===== config.mk =====
export PLATFORM = sky130hd
export DESIGN_NAME = sar_search_ctrl
export DESIGN_NICKNAME = d
export VERILOG_FILES = /design/src/rtl/sar_search_ctrl.sv
export SDC_FILE = /design/constraint.sdc
export NUM_CORES = 1
export LEC_CHECK = 0
export ABC_AREA = 1
export BUFFER_PORTS_ARGS = -buffer_cell sky130_fd_sc_hd__buf_4
export CORE_AREA = 2 2 39 41
export DETAILED_ROUTE_END_ITERATION = 8
export DIE_AREA = 0 0 41 43
export PLACE_DENSITY = 0.69
export SLEW_MARGIN = 20
export SYNTH_ARGS = -nofsm -noshare
export SYNTH_HDL_FRONTEND = slang
export SYNTH_SLANG_ARGS = --single-unit
export TNS_END_PERCENT = 30

===== constraint.sdc =====
create_clock -name i_clk -period 1.2 [get_ports i_clk]
set_clock_uncertainty 0.05 [all_clocks]
set_input_delay 0.12 -clock i_clk [delete_from_list [all_inputs] [get_ports i_clk]]
set_output_delay 0.12 -clock i_clk [all_outputs]
set_load 0.03 [all_outputs]

===== src/rtl/sar_search_ctrl.sv =====
// Successive-approximation search controller: drives trial values to an external comparator.
// Optional define SAR_FLAG_REG_EN registers the comparator flags, adding a WAIT state per probe.
module sar_search_ctrl #(
   parameter int unsigned WIDTH = 2
) (
   input  logic             i_clk,
   input  logic             i_rst_n,
   input  logic             i_start,
   input  logic             i_GT,
   input  logic             i_LT,
   input  logic             i_EQ,
   output logic [WIDTH-1:0] o_guess,
   output logic             o_busy,
   output logic             o_done,
   output logic             o_valid,
   output logic [WIDTH-1:0] o_result,
   output logic             o_err
);

   localparam int unsigned KW = $clog2(WIDTH);

`ifdef SAR_FLAG_REG_EN
   typedef enum logic [1:0] {S_IDLE, S_PROBE, S_WAIT, S_DONE} state_t;
`else
   typedef enum logic [1:0] {S_IDLE, S_PROBE, S_DONE} state_t;
`endif

   state_t           state;
   logic [KW-1:0]    k;
   logic             f_gt, f_lt, f_eq;
   logic [WIDTH-1:0] step_mask, next_mask, guess_gt, guess_lt;
   logic             k_zero, flags_bad;

`ifdef SAR_FLAG_REG_EN
   logic [2:0] flags_q;
   assign {f_gt, f_lt, f_eq} = flags_q;
`else
   assign {f_gt, f_lt, f_eq} = {i_GT, i_LT, i_EQ};
`endif

   // Bit k is the bit under trial; all lower guess bits are still zero.
   always_comb begin
      step_mask = WIDTH'(1) << k;
      next_mask = step_mask >> 1;
      guess_gt  = o_guess | next_mask;
      guess_lt  = (o_guess & ~step_mask) | next_mask;
      k_zero    = (k == '0);
      flags_bad = ~((f_gt ^ f_lt ^ f_eq) & ~(f_gt & f_lt & f_eq));
   end

   always_ff @(posedge i_clk) begin
      if (!i_rst_n) begin
         state    <= S_IDLE;
         k        <= '0;
         o_guess  <= '0;
         o_busy   <= 1'b0;
         o_done   <= 1'b0;
         o_valid  <= 1'b0;
         o_result <= '0;
         o_err    <= 1'b0;
`ifdef SAR_FLAG_REG_EN
         flags_q  <= '0;
`endif
      end else begin
         o_done <= 1'b0;
         case (state)
            S_IDLE, S_DONE: begin
               if (i_start) begin
                  state    <= S_PROBE;
                  o_busy   <= 1'b1;
                  o_valid  <= 1'b0;
                  o_err    <= 1'b0;
                  o_result <= '0;
                  o_guess  <= {1'b1, {(WIDTH-1){1'b0}}};
                  k        <= KW'(WIDTH - 1);
               end else begin
                  state  <= S_IDLE;
                  o_busy <= 1'b0;
               end
            end
            // With registered flags, PROBE only captures them and WAIT runs the shared decision.
`ifdef SAR_FLAG_REG_EN
            S_PROBE: begin
               flags_q <= {i_GT, i_LT, i_EQ};
               state   <= S_WAIT;
            end
            S_WAIT: begin
`else
            S_PROBE: begin
`endif
               if (flags_bad || (f_gt && k_zero)) begin
                  o_err   <= 1'b1;
                  o_valid <= 1'b0;
                  o_done  <= 1'b1;
                  o_busy  <= 1'b0;
                  state   <= S_DONE;
               end else if (f_eq) begin
                  o_result <= o_guess;
                  o_valid  <= 1'b1;
                  o_done   <= 1'b1;
                  o_busy   <= 1'b0;
                  state    <= S_DONE;
               end else if (k_zero) begin
                  o_result <= {o_guess[WIDTH-1:1], 1'b0};
                  o_valid  <= 1'b1;
                  o_done   <= 1'b1;
                  o_busy   <= 1'b0;
                  state    <= S_DONE;
               end else begin
                  o_guess <= f_gt ? guess_gt : guess_lt;
                  k       <= k - KW'(1);
                  state   <= S_PROBE;
               end
            end
            default: begin
               state  <= S_IDLE;
               o_busy <= 1'b0;
            end
         endcase
      end
   end

endmodule


* Yosys cells after proc, flatten, opt, wreduce, memory -nomap -nowiden
Index checks and enable logic that the tools add are counted.
Cells by class: add/subtract/negate cells 1, multipliers 0, divide/modulo/power cells 0, magnitude comparators 0, eq/ne operators 9, shift operators 1, muxes and demuxes 36, bitwise logic cells 12, reductions and logical operators 11
Operators by type and width (count):
- 2-bit 2-to-1 mux | 12
- 1-bit 2-to-1 mux | 17
- 2-bit one-hot mux with 2 select lines | 3
- 2-bit != test, second input constant | 5
- 1-bit one-hot mux with 2 select lines | 4
- 4-bit AND reduction | 2
- 3-bit AND reduction | 2
- 5-bit AND reduction | 1
- 4-bit != test, second input constant | 1
- 2-bit by 1-bit bitwise OR with 2-bit output | 2
- 1-bit bitwise AND | 3
- 3-bit != test, second input constant | 1
- 1-bit inverter | 3
- 2-bit bitwise AND | 1
- 2-bit by 1-bit == test with 1-bit output, second input constant | 1
- 2-bit == test, second input constant | 1
- 2-bit logical NOT | 1
- 2-bit inverter | 1
- 2-bit AND reduction | 1
- 2-bit nonzero test | 1
- 2-bit OR reduction | 1
- 1-bit by 1-bit left shift with 2-bit output, first input constant | 1
- 1-bit XOR | 2
- 1-bit logical AND | 1
- other kinds (2) | 2
Word-level totals: register bits 11, bits in latches 0, bits in writable memories 0, bits in read-only memories 0, input port bits 6, output and inout bits 8, logic and storage cells 78, memories 0

* Longest topological paths before layout
Gate-level depths: netlist (run 1).
word-level depth 9, gate-level depth with buffers 9, gate-level depth less buffers 9

* Least setup slack after synthesis (run 1)
No wires, ideal clock.
kind input-to-reg, start point input port i_GT, end point register o_busy, library setup time 115 ps, arrival 1015 ps, required time 1035 ps, slack 20 ps, cell stages on the path 8, path buffers 0, cells stage by stage ha_1 nand2_1 inv_1 nor2_1 nand2_2 nor2_1 nand2_1 o21a_1
On the way: word-level cells in the longest chain between the ends 8, elaborated cells on any way between the ends 12, those cells by class eq/ne: 1; mux: 2; bitwise: 7; reduce/logical: 2
RTL lines:
- start: declaration | line 9 | input logic i_GT,
- 1-bit bitwise AND (2 in series) | line 48 | flags_bad = ~((f_gt ^ f_lt ^ f_eq) & ~(f_gt & f_lt & f_eq));
- 1-bit inverter | line 48
- 1-bit bitwise AND | line 48
- 1-bit inverter | line 48
- 1-bit logical OR * | line 91 | if (flags_bad || (f_gt && k_zero)) begin
- 1-bit 2-to-1 mux | line 91
- 1-bit one-hot mux with 2 select lines | line 66 | case (state)
- end signal: assignment | line 56 | o_busy <= 1'b0;
- end signal: assignment | line 70 | o_busy <= 1'b1;
- end signal: assignment | line 95 | o_busy <= 1'b0;
- end: declaration | line 13 | output logic o_busy,
Every way passes the cells marked *; elsewhere a longest branch is shown, timed or not. A chain may end at the register's enable or synchronous reset.

* Worst setup path after layout (run 1)
start point register k, end point register o_busy
On the way: word-level cells in the longest chain between the ends 5, elaborated cells on any way between the ends 6, those cells by class eq/ne: 1; mux: 2; bitwise: 1; reduce/logical: 2
RTL lines:
- start: declaration | line 29 | logic [KW-1:0] k;
- start signal: assignment | line 75 | k <= KW'(WIDTH - 1);
- start signal: assignment | line 111 | k <= k - KW'(1);
- 1-bit inverter | line 47 | k_zero = (k == '0);
- 1-bit logical AND | line 91
- 1-bit logical OR | line 91
- 1-bit 2-to-1 mux | line 91
- 1-bit one-hot mux with 2 select lines | line 66
- end signal: assignment | line 70
- end signal: assignment | line 95
- end signal: assignment | line 101 | o_busy <= 1'b0;
Several ways; a longest one is shown, not always the timed one.

==> results of run 1 <==
[how the worst max path moves through the flow]
stage                  start     endpoint  slack (ns)  depth (start not counted)
floorplan               i_GT       o_busy        0.02                          8
global placement        i_GT       o_busy       -0.21                          9
detailed placement      i_GT       o_busy       -0.22                          9
CTS                 state[0]  o_result[0]      0.0002                          7
global route        state[1]       o_busy      -0.004                          7
finish                     k       o_busy        0.06                          6
[power by group]
group | leakage, nW | switching [mW] | total (mW) | internal [mW]
clock | 0.0150 | 0.108 | 0.236 | 0.128
combinational | 0.238 | 0.194 | 0.320 | 0.126
sequential | 0.0910 | 0.0234 | 0.427 | 0.403
[routing by layer]
layer / global-route usage / part of all wire / wire length (um) / vias up
met5: 0 / 0 / 0 / -
met4: 0.100 / 0.0064 / 7 / 0
met3: 0.0471 / 0.028 / 31 / 2
met2: 0.222 / 0.58 / 631 / 8
met1: 0.167 / 0.39 / 425 / 241
li1: - / - / - / 251
[synth_stat cells]
master / n / area [um2]
nand2_1: 14 / 52.6
dfxtp_1: 11 / 220
inv_1: 10 / 37.5
a21oi_1: 6 / 30.0
nand3_1: 5 / 25.0
nand2_2: 4 / 25.0
nor2_1: 4 / 15.0
inv_2: 2 / 7.51
nor2_2: 2 / 12.5
a21oi_2: 1 / 8.76
ha_1: 1 / 12.5
nand2_4: 1 / 11.3
nor2_4: 1 / 11.3
o2111a_1: 1 / 11.3
o21a_1: 1 / 7.51
o21ai_0: 1 / 5.00
o21bai_2: 1 / 11.3
or2_2: 1 / 6.26
[per-stage QoR]
stage | instances | setup TNS (ns) | setup slack (ns)
2_1_floorplan | 67 | 0 | 0.0201
3_3_place_gp | 98 | -0.891 | -0.210
3_5_place_dp | 98 | -1.18 | -0.225
4_1_cts | 102 | 0 | 0.000151
5_1_grt | 102 | -0.00562 | -0.00433
6_report | 102 | 0 | 0.0631
[cell usage in the layout (no fill, tap or decap), drive strengths merged, types with 4 or more instances in the layout]
cell type / synthesis / routed
a21oi: 7 / 7
inv: 12 / 12
nand3: 5 / 5
clkbuf: 0 / 4
nand2: 19 / 19
buf: 0 / 15
nor2: 7 / 7
dfxtp: 11 / 11
[sequential cells by signal, indices dropped and copies added, names as in the netlist]
name      count
o_busy        1
o_guess       2
state         2
k             1
o_done        1
o_valid       1
o_result      2
o_err         1
[worst min-delay path, stage by stage]
cell     delay [ns]
buf_4          0.09
nand2_1        0.08
inv_1          0.05
[area by class of cell]
cell class / count / area, um2 / area share
Multi-Input combinational cell: 44 / 277 / 0.392
Timing Repair Buffer: 15 / 113 / 0.160
Sequential cell: 11 / 225 / 0.319
Tap cell: 16 / 20.0 / 0.0284
Inverter: 12 / 45.0 / 0.0638
Clock buffer: 4 / 26.3 / 0.0372
[timing repair]
item / CTS / global route
pin swaps: 0 / 1
gates resized for setup: 1 / 12
setup endpoints to repair: 1 / 6
[logic make-up (layout without fill, tap and decap cells)]
family	count (synthesis)	after routing	synth area share
AO/OA/AOI/OAI	11	11	0.145
adder cells (fa/ha/maj)	1	1	0.0245
buffers and inverters	12	31	0.0882
AND/OR/NAND/NOR	32	32	0.311
flip-flops	11	11	0.431
==> results.json, run 1 <==
{
  "synthCells": 67,
  "place.gp.congestion": 0.826,
  "r2r-end": "o_busy",
  "grt_overflow_total": 0,
  "period_needed_ns": 1.14,
  "clk_pin_slew_ns": 0.07,
  "grt_antenna_before_repair": 0,
  "cp-end-kind": "flop",
  "die_w_um": 41,
  "area.growth.synth_to_final_pct": 38.2,
  "status": "finished clean",
  "hold_path_end": "o_done",
  "setup_violations": 0,
  "avgSynthCellArea_um2": 7.62,
  "yosys_register_bits": 11,
  "die_y_um": 43,
  "routedWlPerCell_um": 10.7,
  "cp-start-kind": "flop",
  "tritoncts": "done",
  "dp_hpwl_um": 788,
  "cts_buffers": 3,
  "min_path_cells": 3,
  "utilization": 0.510,
  "synth_nets": 74,
  "post_drt_via_cell_ratio": 4.92,
  "hold_slack_ns": 0.0621,
  "reg2reg_depth": 6,
  "core_area_um2": 1380,
  "hold_class": "in -> reg",
  "drt_pass1_iterations": 4,
  "cts_max_level": 1,
  "path_class": "reg -> reg",
  "ctsHoldBuffers": 0,
  "finalWirelength_mm": 1.10,
  "floorplan.initialDensity": 0.369,
  "drt-initial-drc-count": 8,
  "clk_path_buf_depth": 2,
  "grt_max_degree": 9,
  "final-hold-violation-count": 0,
  "hp-start": "i_rst_n",
  "vias": 502,
  "place_area_um2": 643,
  "syn_area_um2": 510,
  "clk_root_buffer_cell": "clkbuf_4",
  "peakVddDrop_mv": 0.635,
  "grt_pass1_wl_mm": 1.70,
  "leakage_nw": 0.344,
  "drc_errors": 0,
  "slowest_delay_ns": 0.35,
  "dieArea_um2": 1760,
  "critPathTopFamily": "simple AND/OR/NAND/NOR gates",
  "p_per_area_nw_per_um2": 1390,
  "slew_headroom": 0.806,
  "clock.fmax_mhz": 880,
  "worst-r2r-setup-slack_ns": 0.06,
  "fillers": 148,
  "ant_nets": 0,
  "r2r_start": "k",
  "final-max-slew-violation-count": 0,
  "drive_gt1_frac": 0.430,
  "io_buffer_count": 13,
  "worst_slew_pin_slew_ns": 0.290,
  "clock_latency_ns": 0.26,
  "cp_common_cell": "nor2_1",
  "seq_area_frac_synth": 0.431,
  "cts.sinks": 11,
  "ios": 14,
  "final_nets": 94,
  "p_total_mw": 0.983,
  "placementRows": 14,
  "grt_usage": 0.147,
  "cp_cell_sequence": "nor2_1 > nor2_1 > nand2_2 > nor2_4 > nand2_1 > o21a_1",
  "worst-path-max-fanout": 4,
  "synth.distinct_cells": 18,
  "diodes": 0,
  "ys_warn_count": 0,
  "cp_data_required_time_ns": 1.30,
  "arrival_ns": 1.24,
  "cpMaxStageDelayCell": "dfxtp_2",
  "crit_buf_inv": 0,
  "design_area_um2": 706,
  "grt_pass1_vias": 412,
  "min_period_over_period": 0.947,
  "post_cts_buffers": 0,
  "maxCapViolCount": 0
}
Power figures use the tool's default switching activity.
==> run 2, diff against run 1 <==
--- a/config.mk
+++ b/config.mk
@@ -10,7 +10,7 @@
 export CORE_AREA = 2 2 39 41
 export DETAILED_ROUTE_END_ITERATION = 8
 export DIE_AREA = 0 0 41 43
-export PLACE_DENSITY = 0.69
+export PLACE_DENSITY = 0.68
 export SLEW_MARGIN = 20
 export SYNTH_ARGS = -nofsm -noshare
 export SYNTH_HDL_FRONTEND = slang
==> results.json, run 2 (synthesized netlist as in run 1, its figures left out) <==
{
  "dp_cells": 99,
  "drive_gt1_frac": 0.437,
  "post_drt_via_cell_ratio": 4.64,
  "critPathTopFamily": "simple AND/OR/NAND/NOR gates",
  "cts_max_level": 1,
  "diodes": 0,
  "met2_usage": 0.203,
  "worst-path-max-fanout": 4,
  "grt_overflow_total": 0,
  "clock_latency_ns": 0.26,
  "die_w_um": 41,
  "rsz0062_at_grt": "true",
  "setup_violations": 0,
  "hold_path_end": "o_done",
  "drc_errors": 0,
  "fillers": 149,
  "grt_max_degree": 9,
  "final_nets": 95,
  "drt_pass1_iterations": 4,
  "r2r_start": "state[0]",
  "p_per_area_nw_per_um2": 1390,
  "tritoncts": "done",
  "clock.fmax_mhz": 857,
  "crit_buf_inv": 1,
  "cts_buffers": 3,
  "groute.layer.met1.usage": 0.144,
  "grt_usage": 0.137,
  "arrival_ns": 1.31,
  "clk_root_buffer_cell": "clkbuf_4",
  "dieArea_um2": 1760,
  "floorplan.initialDensity": 0.369,
  "cp_data_required_time_ns": 1.34,
  "worst_slew_pin_slew_ns": 0.306,
  "top_usage_layer": "met2",
  "reg2reg_depth": 6,
  "cpMaxStageDelayCell": "dfxtp_4",
  "final_common_cell": "buf_4",
  "area.growth.synth_to_final_pct": 38.7,
  "io_buffer_count": 13,
  "final-max-slew-violation-count": 0,
  "grt_use_met3": 0.0471,
  "slowest_delay_ns": 0.36,
  "r2r-end": "k",
  "instances_no_fill": 103,
  "core_area_um2": 1380,
  "drt-initial-drc-count": 7,
  "final_cell_mix": "buf_4 (16), nand2_1 (13), inv_1 (9), dfxtp_1 (9), a21oi_1 (5)",
  "hold_class": "in -> reg",
  "cp-end-kind": "flop",
  "peakVddDrop_mv": 0.624,
  "dp_slack_ns": -0.197,
  "clk_path_buf_depth": 2,
  "top_regs": "o_guess: 2 flops, o_result: 2 flops, state: 2 flops",
  "cp-start-kind": "flop",
  "ios": 14,
  "grt_antenna_before_repair": 0,
  "dp_hpwl_um": 779,
  "leakage_nw": 0.352,
  "placementRows": 14,
  "cp_cell_sequence": "or2_2 > o21ai_1 > inv_1 > nand3_1 > nand2_1 > a21oi_2",
  "grt_pass1_vias": 401,
  "vias": 478,
  "cts.sinks": 11,
  "die_y_um": 43,
  "hp-start": "i_rst_n",
  "clk_pin_slew_ns": 0.06,
  "place.gp.congestion": 0.813,
  "finalWirelength_mm": 1.06,
  "routedWlPerCell_um": 10.3,
  "period_needed_ns": 1.17,
  "status": "finished clean",
  "grt_pass1_wl_mm": 1.53,
  "fin_ws_ns": 0.0328,
  "path_class": "reg -> reg",
  "ant_nets": 0,
  "slew_headroom": 0.795,
  "maxCapViolCount": 0,
  "final-hold-violation-count": 0,
  "min_path_cells": 3,
  "worst-r2r-setup-slack_ns": 0.03,
  "min_period_over_period": 0.973
}
[run 2: cell types whose count changed in the layout (fill, tap and decap cells not counted)]
cell     before  now
buf_4        15   16
nand3_1       5    4
nand3_2       0    1
nor2_1        3    4
nor2_4        4    3
or2_2         0    1
or2_4         1    0
[run 2: worst max path at each step]
stage	startpoint	endpoint	slack, ns	cells past startpoint
detailed placement	i_GT	o_busy	-0.20	9
CTS	state[0]	o_result[0]	0.01	6
global route	state[0]	k	-0.05	6
finish	state[0]	k	0.03	6
floorplan	i_GT	o_busy	0.02	8
global placement	i_GT	o_busy	-0.18	9
[run 2: per-layer routing]
| metal | up-vias | wire length (um) | part of all wire |
|---|---|---|---|
| li1 | 249 | - | - |
| met1 | 218 | 462 | 0.44 |
| met2 | 9 | 537 | 0.51 |
| met3 | 2 | 41 | 0.039 |
| met4 | 0 | 21 | 0.020 |
| met5 | - | 0 | 0 |
[run 2: worst register-to-register path: stages (launching register included)]
cell     delay (ns)
dfxtp_4        0.36
or2_2          0.29
o21ai_1        0.07
inv_1          0.07
nand3_1        0.09
nand2_1        0.07
a21oi_2        0.11
[run 2: layout make-up]
cell class	instances	area (um2)	area share
Inverter	12	45.0	0.0636
Sequential cell	11	225	0.318
Multi-Input combinational cell	44	272	0.383
Clock buffer	4	26.3	0.0371
Timing Repair Buffer	16	120	0.170
Tap cell	16	20.0	0.0283
[run 2: timing repair]
item,4_1_cts,5_1_grt
setup buffers,0,0
hold buffers,0,0
endpoints found under the setup margin,0,6
resized for setup,0,11
[run 2: through the flow]
stage / cell area (um2) / power (mW) / util / hold WS, ns / setup TNS [ns]
finish: 708 / 0.987 / 0.512 / 0.0518 / 0
CTS: 677 / 0.968 / 0.489 / 0.0479 / 0
detailed placement: 651 / 0.722 / 0.470 / 0.322 / -1.14
global placement: 651 / 0.718 / 0.470 / 0.316 / -0.832
global route: 708 / 1.05 / 0.512 / 0.0528 / -0.0686
floorplan: 510 / 0.626 / - / 0.186 / 0
[run 2: power breakdown]
part	internal, mW	leakage, nW	switching, mW	total (mW)
logic	0.127	0.246	0.190	0.317
registers	0.403	0.0910	0.0223	0.425
clock network	0.128	0.0150	0.116	0.245
